<file path="config.mk">
export PLATFORM = sky130hd
export DESIGN_NAME = alu_result_stage
export DESIGN_NICKNAME = d
export VERILOG_FILES = /design/src/rtl/alu_result_stage.sv
export SDC_FILE = /design/constraint.sdc
export NUM_CORES = 1
export LEC_CHECK = 0
export BUFFER_PORTS_ARGS = -buffer_cell sky130_fd_sc_hd__buf_2
export CAP_MARGIN = 20
export CORE_ASPECT_RATIO = 1.4
export CORE_MARGIN = 1.5
export CORE_UTILIZATION = 40
export DETAILED_ROUTE_END_ITERATION = 7
export PLACE_DENSITY_LB_ADDON = 0.2
export SLEW_MARGIN = 5
export SYNTH_ARGS = -nofsm -noshare
export SYNTH_HDL_FRONTEND = slang
export SYNTH_SLANG_ARGS = --single-unit
</file>
<file path="constraint.sdc">
create_clock -name clk -period 4.6 [get_ports clk]
set_clock_uncertainty 0.1 [all_clocks]
set_input_delay 0.46 -clock clk [delete_from_list [all_inputs] [get_ports clk]]
set_output_delay 0.46 -clock clk [all_outputs]
set_load 0.01 [all_outputs]
</file>
<file path="src/rtl/alu_result_stage.sv">
// ---------------------------------------------------------------------------
// alu_result_stage
//
// Pipeline stage directly downstream of the 16-bit ALU. Each ALU entry holds
// a result, a destination register, a write enable and a branch outcome. The
// stage keeps these entries in a 2-entry skid buffer. It has valid/ready
// handshakes on both sides. The stage also owns the architectural SZCV flag
// register and resolves conditional branches when an entry is accepted.
//
// Optional feature (define ALU_RESULT_STAGE_RETIRE_CNT_EN):
//    adds retire_cnt, a saturating 16-bit count of retired entries that wrote
//    the register file.
//
// Ports:
//    clk           rising-edge clock
//    rst           synchronous, active-low reset
//    in_valid      ALU-side entry valid
//    in_ready      stage can accept an entry this cycle (registered)
//    in_result     ALU result
//    in_szcv       ALU flags {S,Z,C,V}
//    in_rd         destination register index
//    in_we         entry writes the register file
//    in_flag_we    entry updates the flag register
//    in_br_cond    0=none 1=B 2=BE 3=BLT 4=BLE 5=BNE (6,7 = none)
//    out_valid     head entry valid
//    out_ready     writeback accepts the head entry
//    out_result    head result
//    out_rd        head destination register
//    out_we        head register write enable (0 when out_valid=0)
//    out_br_taken  head entry is a taken branch (0 when out_valid=0)
//    flags         committed SZCV register
//    retire_cnt    (optional) saturating count of register-writing retires
// ---------------------------------------------------------------------------
module alu_result_stage #(
   parameter int DATA_W = 16,
   parameter int RD_W   = 3,
   parameter int DEPTH  = 2
) (
   input  logic              clk,
   input  logic              rst,
   input  logic              in_valid,
   output logic              in_ready,
   input  logic [DATA_W-1:0] in_result,
   input  logic [3:0]        in_szcv,
   input  logic [RD_W-1:0]   in_rd,
   input  logic              in_we,
   input  logic              in_flag_we,
   input  logic [2:0]        in_br_cond,
   output logic              out_valid,
   input  logic              out_ready,
   output logic [DATA_W-1:0] out_result,
   output logic [RD_W-1:0]   out_rd,
   output logic              out_we,
   output logic              out_br_taken,
   output logic [3:0]        flags
`ifdef ALU_RESULT_STAGE_RETIRE_CNT_EN
   ,
   output logic [15:0]       retire_cnt
`endif
);

   // The buffer always has two slots. A 1-bit head pointer and a 1-bit tail
   // pointer are enough to address them.
   localparam int SLOTS = DEPTH;

   typedef enum logic [1:0] {
      EMPTY = 2'd0,
      ONE   = 2'd1,
      FULL  = 2'd2
   } state_t;

   state_t state_q;
   state_t state_d;

   logic              head_q;
   logic              tail_q;
   logic [DATA_W-1:0] slot_result [SLOTS];
   logic [RD_W-1:0]   slot_rd     [SLOTS];
   logic              slot_we     [SLOTS];
   logic              slot_br     [SLOTS];

   logic accept;
   logic retire;
   logic br_taken;

   assign accept    = in_valid & in_ready;
   assign out_valid = (state_q != EMPTY);
   assign retire    = out_valid & out_ready;

   // The outputs come only from stored slots, so there is no combinational
   // path from the ALU side to the writeback side.
   assign out_result   = slot_result[head_q];
   assign out_rd       = slot_rd[head_q];
   assign out_we       = out_valid & slot_we[head_q];
   assign out_br_taken = out_valid & slot_br[head_q];

   // Occupancy next-state logic. In FULL, in_ready is low, so accept cannot
   // happen there. At ONE, a simultaneous accept and retire keeps the
   // occupancy at one.
   always_comb begin
      state_d = state_q;
      unique case (state_q)
         EMPTY: begin
            if (accept) state_d = ONE;
         end
         ONE: begin
            if (accept && !retire)      state_d = FULL;
            else if (!accept && retire) state_d = EMPTY;
         end
         FULL: begin
            if (retire) state_d = ONE;
         end
         default: state_d = EMPTY;
      endcase
   end

   // Branch resolution uses the flags committed before this edge. An entry
   // that also writes flags therefore tests the old values.
   always_comb begin
      br_taken = 1'b0;
      case (in_br_cond)
         3'd1: br_taken = 1'b1;
         3'd2: br_taken = flags[2];
         3'd3: br_taken = flags[3] ^ flags[0];
         3'd4: br_taken = flags[2] | (flags[3] ^ flags[0]);
         3'd5: br_taken = ~flags[2];
         default: br_taken = 1'b0;
      endcase
   end

   // Buffer storage, pointers, flag register and the registered ready.
   // in_ready looks at the next occupancy, so it only depends on registered
   // state and never on out_ready within the same cycle.
   always_ff @(posedge clk) begin
      if (!rst) begin
         state_q  <= EMPTY;
         in_ready <= 1'b0;
         head_q   <= 1'b0;
         tail_q   <= 1'b0;
         flags    <= 4'b0000;
         for (int i = 0; i < SLOTS; i++) begin
            slot_result[i] <= '0;
            slot_rd[i]     <= '0;
            slot_we[i]     <= 1'b0;
            slot_br[i]     <= 1'b0;
         end
      end else begin
         state_q  <= state_d;
         in_ready <= (state_d != FULL);
         if (accept) begin
            slot_result[tail_q] <= in_result;
            slot_rd[tail_q]     <= in_rd;
            slot_we[tail_q]     <= in_we;
            slot_br[tail_q]     <= br_taken;
            tail_q              <= ~tail_q;
            if (in_flag_we) flags <= in_szcv;
         end
         if (retire) head_q <= ~head_q;
      end
   end

`ifdef ALU_RESULT_STAGE_RETIRE_CNT_EN
   // The count holds at all ones instead of wrapping back to zero.
   always_ff @(posedge clk) begin
      if (!rst) begin
         retire_cnt <= 16'h0000;
      end else if (retire && out_we && (retire_cnt != 16'hFFFF)) begin
         retire_cnt <= retire_cnt + 16'h0001;
      end
   end
`endif

endmodule

</file>
Word-level counts from Yosys, hierarchy flattened
Memory sizes are Yosys's and may differ from the RTL's. A register that Yosys moved wholly into a read port is not among the register bits.
Index checks and enable logic that the tools add are counted.
- multiply operators: 0
- reduce and logical (&&, ||, !) cells: 11
- add/sub/neg operators: 0
- equality and inequality tests: 8
- magnitude comparators: 0
- bitwise operators: 9
- divide/modulo/power cells: 0
- shift operators: 0
- muxes and demuxes: 30
- operators with widths (operator ; number):
    $mux W1 ; 22
    $mux W16 ; 1
    $reduce_or A16 Y1 ; 1
    $mux W2 ; 4
    $eq A3 B2 Y1 const B ; 2
    $eq A3 B3 Y1 const B ; 2
    $pmux W2 S3 ; 1
    $pmux W1 S5 ; 1
    $and A1 B1 Y1 ; 4
    $eq A3 B1 Y1 const B ; 1
    $mux W3 ; 1
    $not A1 Y1 ; 3
    $reduce_or A3 Y1 ; 1
    $eq A2 B1 Y1 const B ; 1
    $eq A2 B2 Y1 const B ; 1
    $logic_and A1 B1 Y1 ; 2
    $logic_not A1 Y1 ; 2
    $logic_not A2 Y1 ; 1
    $ne A2 B2 Y1 const B ; 1
    $reduce_and A2 Y1 ; 1
    $reduce_bool A2 Y1 ; 1
    $reduce_or A1 Y1 ; 2
    $or A1 B1 Y1 ; 1
    $xor A1 B1 Y1 ; 1
- input bits: 32
- memory bits (read-only): 0
- memory bits (writable): 42
- memories: 4
- register bits after elaboration: 9
- bits in latches: 0
- output and inout port bits: 27
- word-level logic and storage cells: 67
- memory list (memory ; words ; width ; rd ports ; clocked after Yosys merged registers in ; wr ports ; RTL line ; text):
    slot_result ; 2 ; 16 ; 1 ; 1 ; 2 ; 77 ; logic [DATA_W-1:0] slot_result [SLOTS];
    slot_rd ; 2 ; 3 ; 1 ; 1 ; 2 ; 78 ; logic [RD_W-1:0] slot_rd [SLOTS];
    slot_br ; 2 ; 1 ; 1 ; 1 ; 2 ; 80 ; logic slot_br [SLOTS];
    slot_we ; 2 ; 1 ; 1 ; 1 ; 2 ; 79 ; logic slot_we [SLOTS];

Logic depth before layout (Yosys ltp)
- depth after elaboration: 7
- depth in mapped cells: 4
- mapped depth without buffers: 4

Worst setup path after synthesis
OpenSTA, ideal clock, no wires.
- path type: register -> register
- start point: reg in_ready
- end point: mem slot_rd[0][0] (enable)
- path buffers: 0
- path slack: 2085 ps
- cell stages (with the launch flop): 3
- data arrival time: 1994 ps
- setup time: 421 ps
- clock period less this slack: 2515 ps
- data required time: 4079 ps
- cell sequence: dfxtp_1 > nand2_2 > o21ai_0
- RTL lines (what ; RTL line ; text):
    start, declared ; 42 ; output logic in_ready,
    start signal, assigned ; 149 ; in_ready <= (state_d != FULL);
    end, declared ; 78 ;

==> qor.csv <==
stage;metric;value;unit
synthesis;Yosys reg bits;52;
synthesis;dominant cells by area after synthesis;edfxtp_1 (50%), dfxtp_1 (12%), mux2_2 (9.3%);
critical_path;startpoint types;flop;
critical_path;CP cell instances;mux2_2, buf_2;
grt;grt met3 use;0.0304;
route;DRC Markers;0;
synthesis;Yosys top cell by area;edfxtp_1;
critical_path;Worst Path Buf+Inv;1;
sta;Min Clock Period, post-route;2.40;ns
floorplanning;num rows;32;
critical_path;Critical Path Sink Type;output port;
floorplanning;die area;6190;µm²
critical_path;CP required;4.04;ns
grt;gr usage total;0.150;
synthesis;top-count cell post-synth;edfxtp_1;
route;Routed WL per cell;14.4;µm
cts;CTS tree;yes;
sta;Sum Neg Setup Slack;0;ns
synthesis;YS warnings;0;
floorplanning;die height;92.5;µm
synthesis;Mapped Nets;209;
placed_design;Detail Placement HPWL;2.87;mm
synthesis;Seq/Total Area, Yosys;0.621;
synthesis;library cells used by synthesis;29;
floorplanning;Initial Utilization;0.414;
synthesis;ys async rst share;0;
sta;RSZ-0062 raised after global routing;false;
cts;CTS buffer count;5;
cts;clock latency on the worst-skew pair;0.30;ns
grt;first-pass GRT wire length;7.02;mm
sta;final setup violation count;0;
layout;P&R area growth vs syn;18.2;%
layout;n_diodes;0;
cts;Post-CTS Setup Bufs;0;
placed_design;Place WS;2.23;ns
critical_path;Crit path largest cell delay;0.98;ns
grt;largest net degree at the start of global routing;39;
floorplanning;overall die width;66.9;µm
grt;vias in the first global route;1457;
placed_design;gp weighted congestion;0.648;
route;DR vias/cell;4.99;
run;MaxCap Viol Count;0;
synthesis;share of the synthesized area in the top cell type;0.499;
cts;maximum clock path buffer count;2;
grt;GR Layer Usage met1;0.185;
route;total number of vias;1503;
layout;Final #Nets;264;
sta;Hold Fails Final Rpt;0;
critical_path;critical path class;flop to output port;
cts;root buf cell;clkbuf_8;
pwr;peak supply drop;0.192;mV
outcome;status;finished clean;
grt;busiest grt layer;met2;
synthesis;Commonest cells post-synth;edfxtp_1 (38), and2_1 (23), and3_1 (19), mux2_2 (19), dfxtp_1 (14);
sta;Final Max Slew Viols;0;
floorplanning;io pins;59;
cts;H-Tree Level Count;2;
cts;# resized after CTS;0;
critical_path;worst-path maximum fanout;21;
sta;Max Clk Rate;416;MHz
layout;share of cells above drive strength 1;0.378;
grt;Congestion Overflow GR;0;
sta;final worst slack;2.20;ns
sta;Slew @ Worst Pin;1.06;ns
critical_path;Critical Path AT;1.84;ns
critical_path;slowest cell on the critical path;dfxtp_1;
cts;CTS Sinks;52;
sta;relative slew slack;0.295;
cts;CTS clock-pin slew for the worst setup and hold paths;0.09;ns
synthesis;Post-synth EDFFs;38;
sta;share of the clock period used by the worst path;0.523;
synthesis;Mapped Cells;177;
route;Detail Route Antenna Nets;0;
floorplanning;CORE AREA;5530;µm²
route;DR iter-0 viols;92;
synthesis;Avg Inst Size Synth;12.9;µm²
route;Pre-Repair DR Iteration Count;4;
route;final wirelength;4.33;mm
hold_path;Worst Hold Class;primary input to flop;
synthesis;Mapped Area;2290;µm²
placed_design;Port Buffers;58;
synthesis;prevailing post-synth register cell;edfxtp_1;
grt;initial antenna violation count;0;
grt;GR met2 Demand/Resource;0.260;
pwr;pwr dens;332;nW/µm²
cts;Hold-fix buffers, CTS;0;
pwr;Pleak;1.20;nW
critical_path;Worst path top cell family by delay;flip-flops;
[through the flow]
| stage | hold WS [ns] | power [mW] | util | cell area [µm²] | cells |
|---|---|---|---|---|---|
| floorplan | 0.350 | 0.611 | - | 2290 | 177 |
| global placement | 0.366 | 0.655 | 0.474 | 2620 | 293 |
| detailed placement | 0.372 | 0.657 | 0.474 | 2620 | 293 |
| CTS | 0.262 | 0.910 | 0.490 | 2710 | 301 |
| global route | 0.295 | 0.942 | 0.490 | 2710 | 301 |
| finish | 0.267 | 0.899 | 0.490 | 2710 | 301 |
[report_power, final]
part	internal (mW)	total (mW)	leakage, nW	switching, mW
combinational	0.0493	0.102	0.648	0.0526
clock	0.108	0.256	0.0414	0.147
sequential	0.527	0.541	0.512	0.0144
[sequential cells by signal, summed over array words and instances, names as in the netlist, 2 cells and up, named ones only]
| signal | flops |
|---|---|
| flags | 4 |
| slot_br | 2 |
| slot_rd | 6 |
| slot_result | 32 |
| slot_we | 2 |
| state_q | 2 |
[routing by layer]
| layer | vias up | wire length [µm] |
|---|---|---|
| li1 | 742 | - |
| met1 | 708 | 1810 |
| met2 | 49 | 2270 |
| met3 | 4 | 214 |
| met4 | 0 | 43 |
| met5 | - | 0 |
[worst min-delay path, cell delays in order]
cell     delay [ns]
buf_2          0.09
nand2_1        0.04
nand2_1        0.04
[path summary, 6_finish.rpt]
| check | start | end | slack (ns) | depth (start not counted) |
|---|---|---|---|---|
| max | flop | out_result[11] | 2.20 | 2 |
| min | in_we | slot_we[1] | 0.27 | 3 |
| max reg2reg | in_ready | slot_result[0][14] | 2.61 | 2 |
| min reg2reg | slot_we[1] | slot_we[1] | 0.38 | 2 |
[cells by family after synthesis]
kind of cell / Yosys count / synth area share
multiplexers: 25 / 0.120
AND/OR/NAND/NOR: 72 / 0.184
buffers and inverters: 11 / 0.0241
AO/OA/AOI/OAI: 15 / 0.0432
XOR/XNOR: 2 / 0.00766
flip-flops: 52 / 0.621
[area by class of cell]
| type | count | area, µm² |
|---|---|---|
| Inverter | 1 | 3.75 |
| Clock buffer | 6 | 72.6 |
| Clock inverter | 2 | 16.3 |
| Tap cell | 68 | 85.1 |
| Fill cell | 522 | 2820 |
| Timing Repair Buffer | 58 | 290 |
| Multi-Input combinational cell | 114 | 816 |
| Sequential cell | 52 | 1420 |
[layout by cell type (no fill, tap or decap), types with 6 or more instances in the layout]
master | netlist | layout
nor2_1 | 7 | 7
dfxtp_1 | 14 | 14
and3_1 | 19 | 19
buf_2 | 5 | 58
nand2_1 | 7 | 7
a21oi_1 | 6 | 6
mux2i_1 | 6 | 6
edfxtp_1 | 38 | 38
and2_1 | 23 | 23
mux2_2 | 19 | 19
Power figures use the tool's default switching activity.
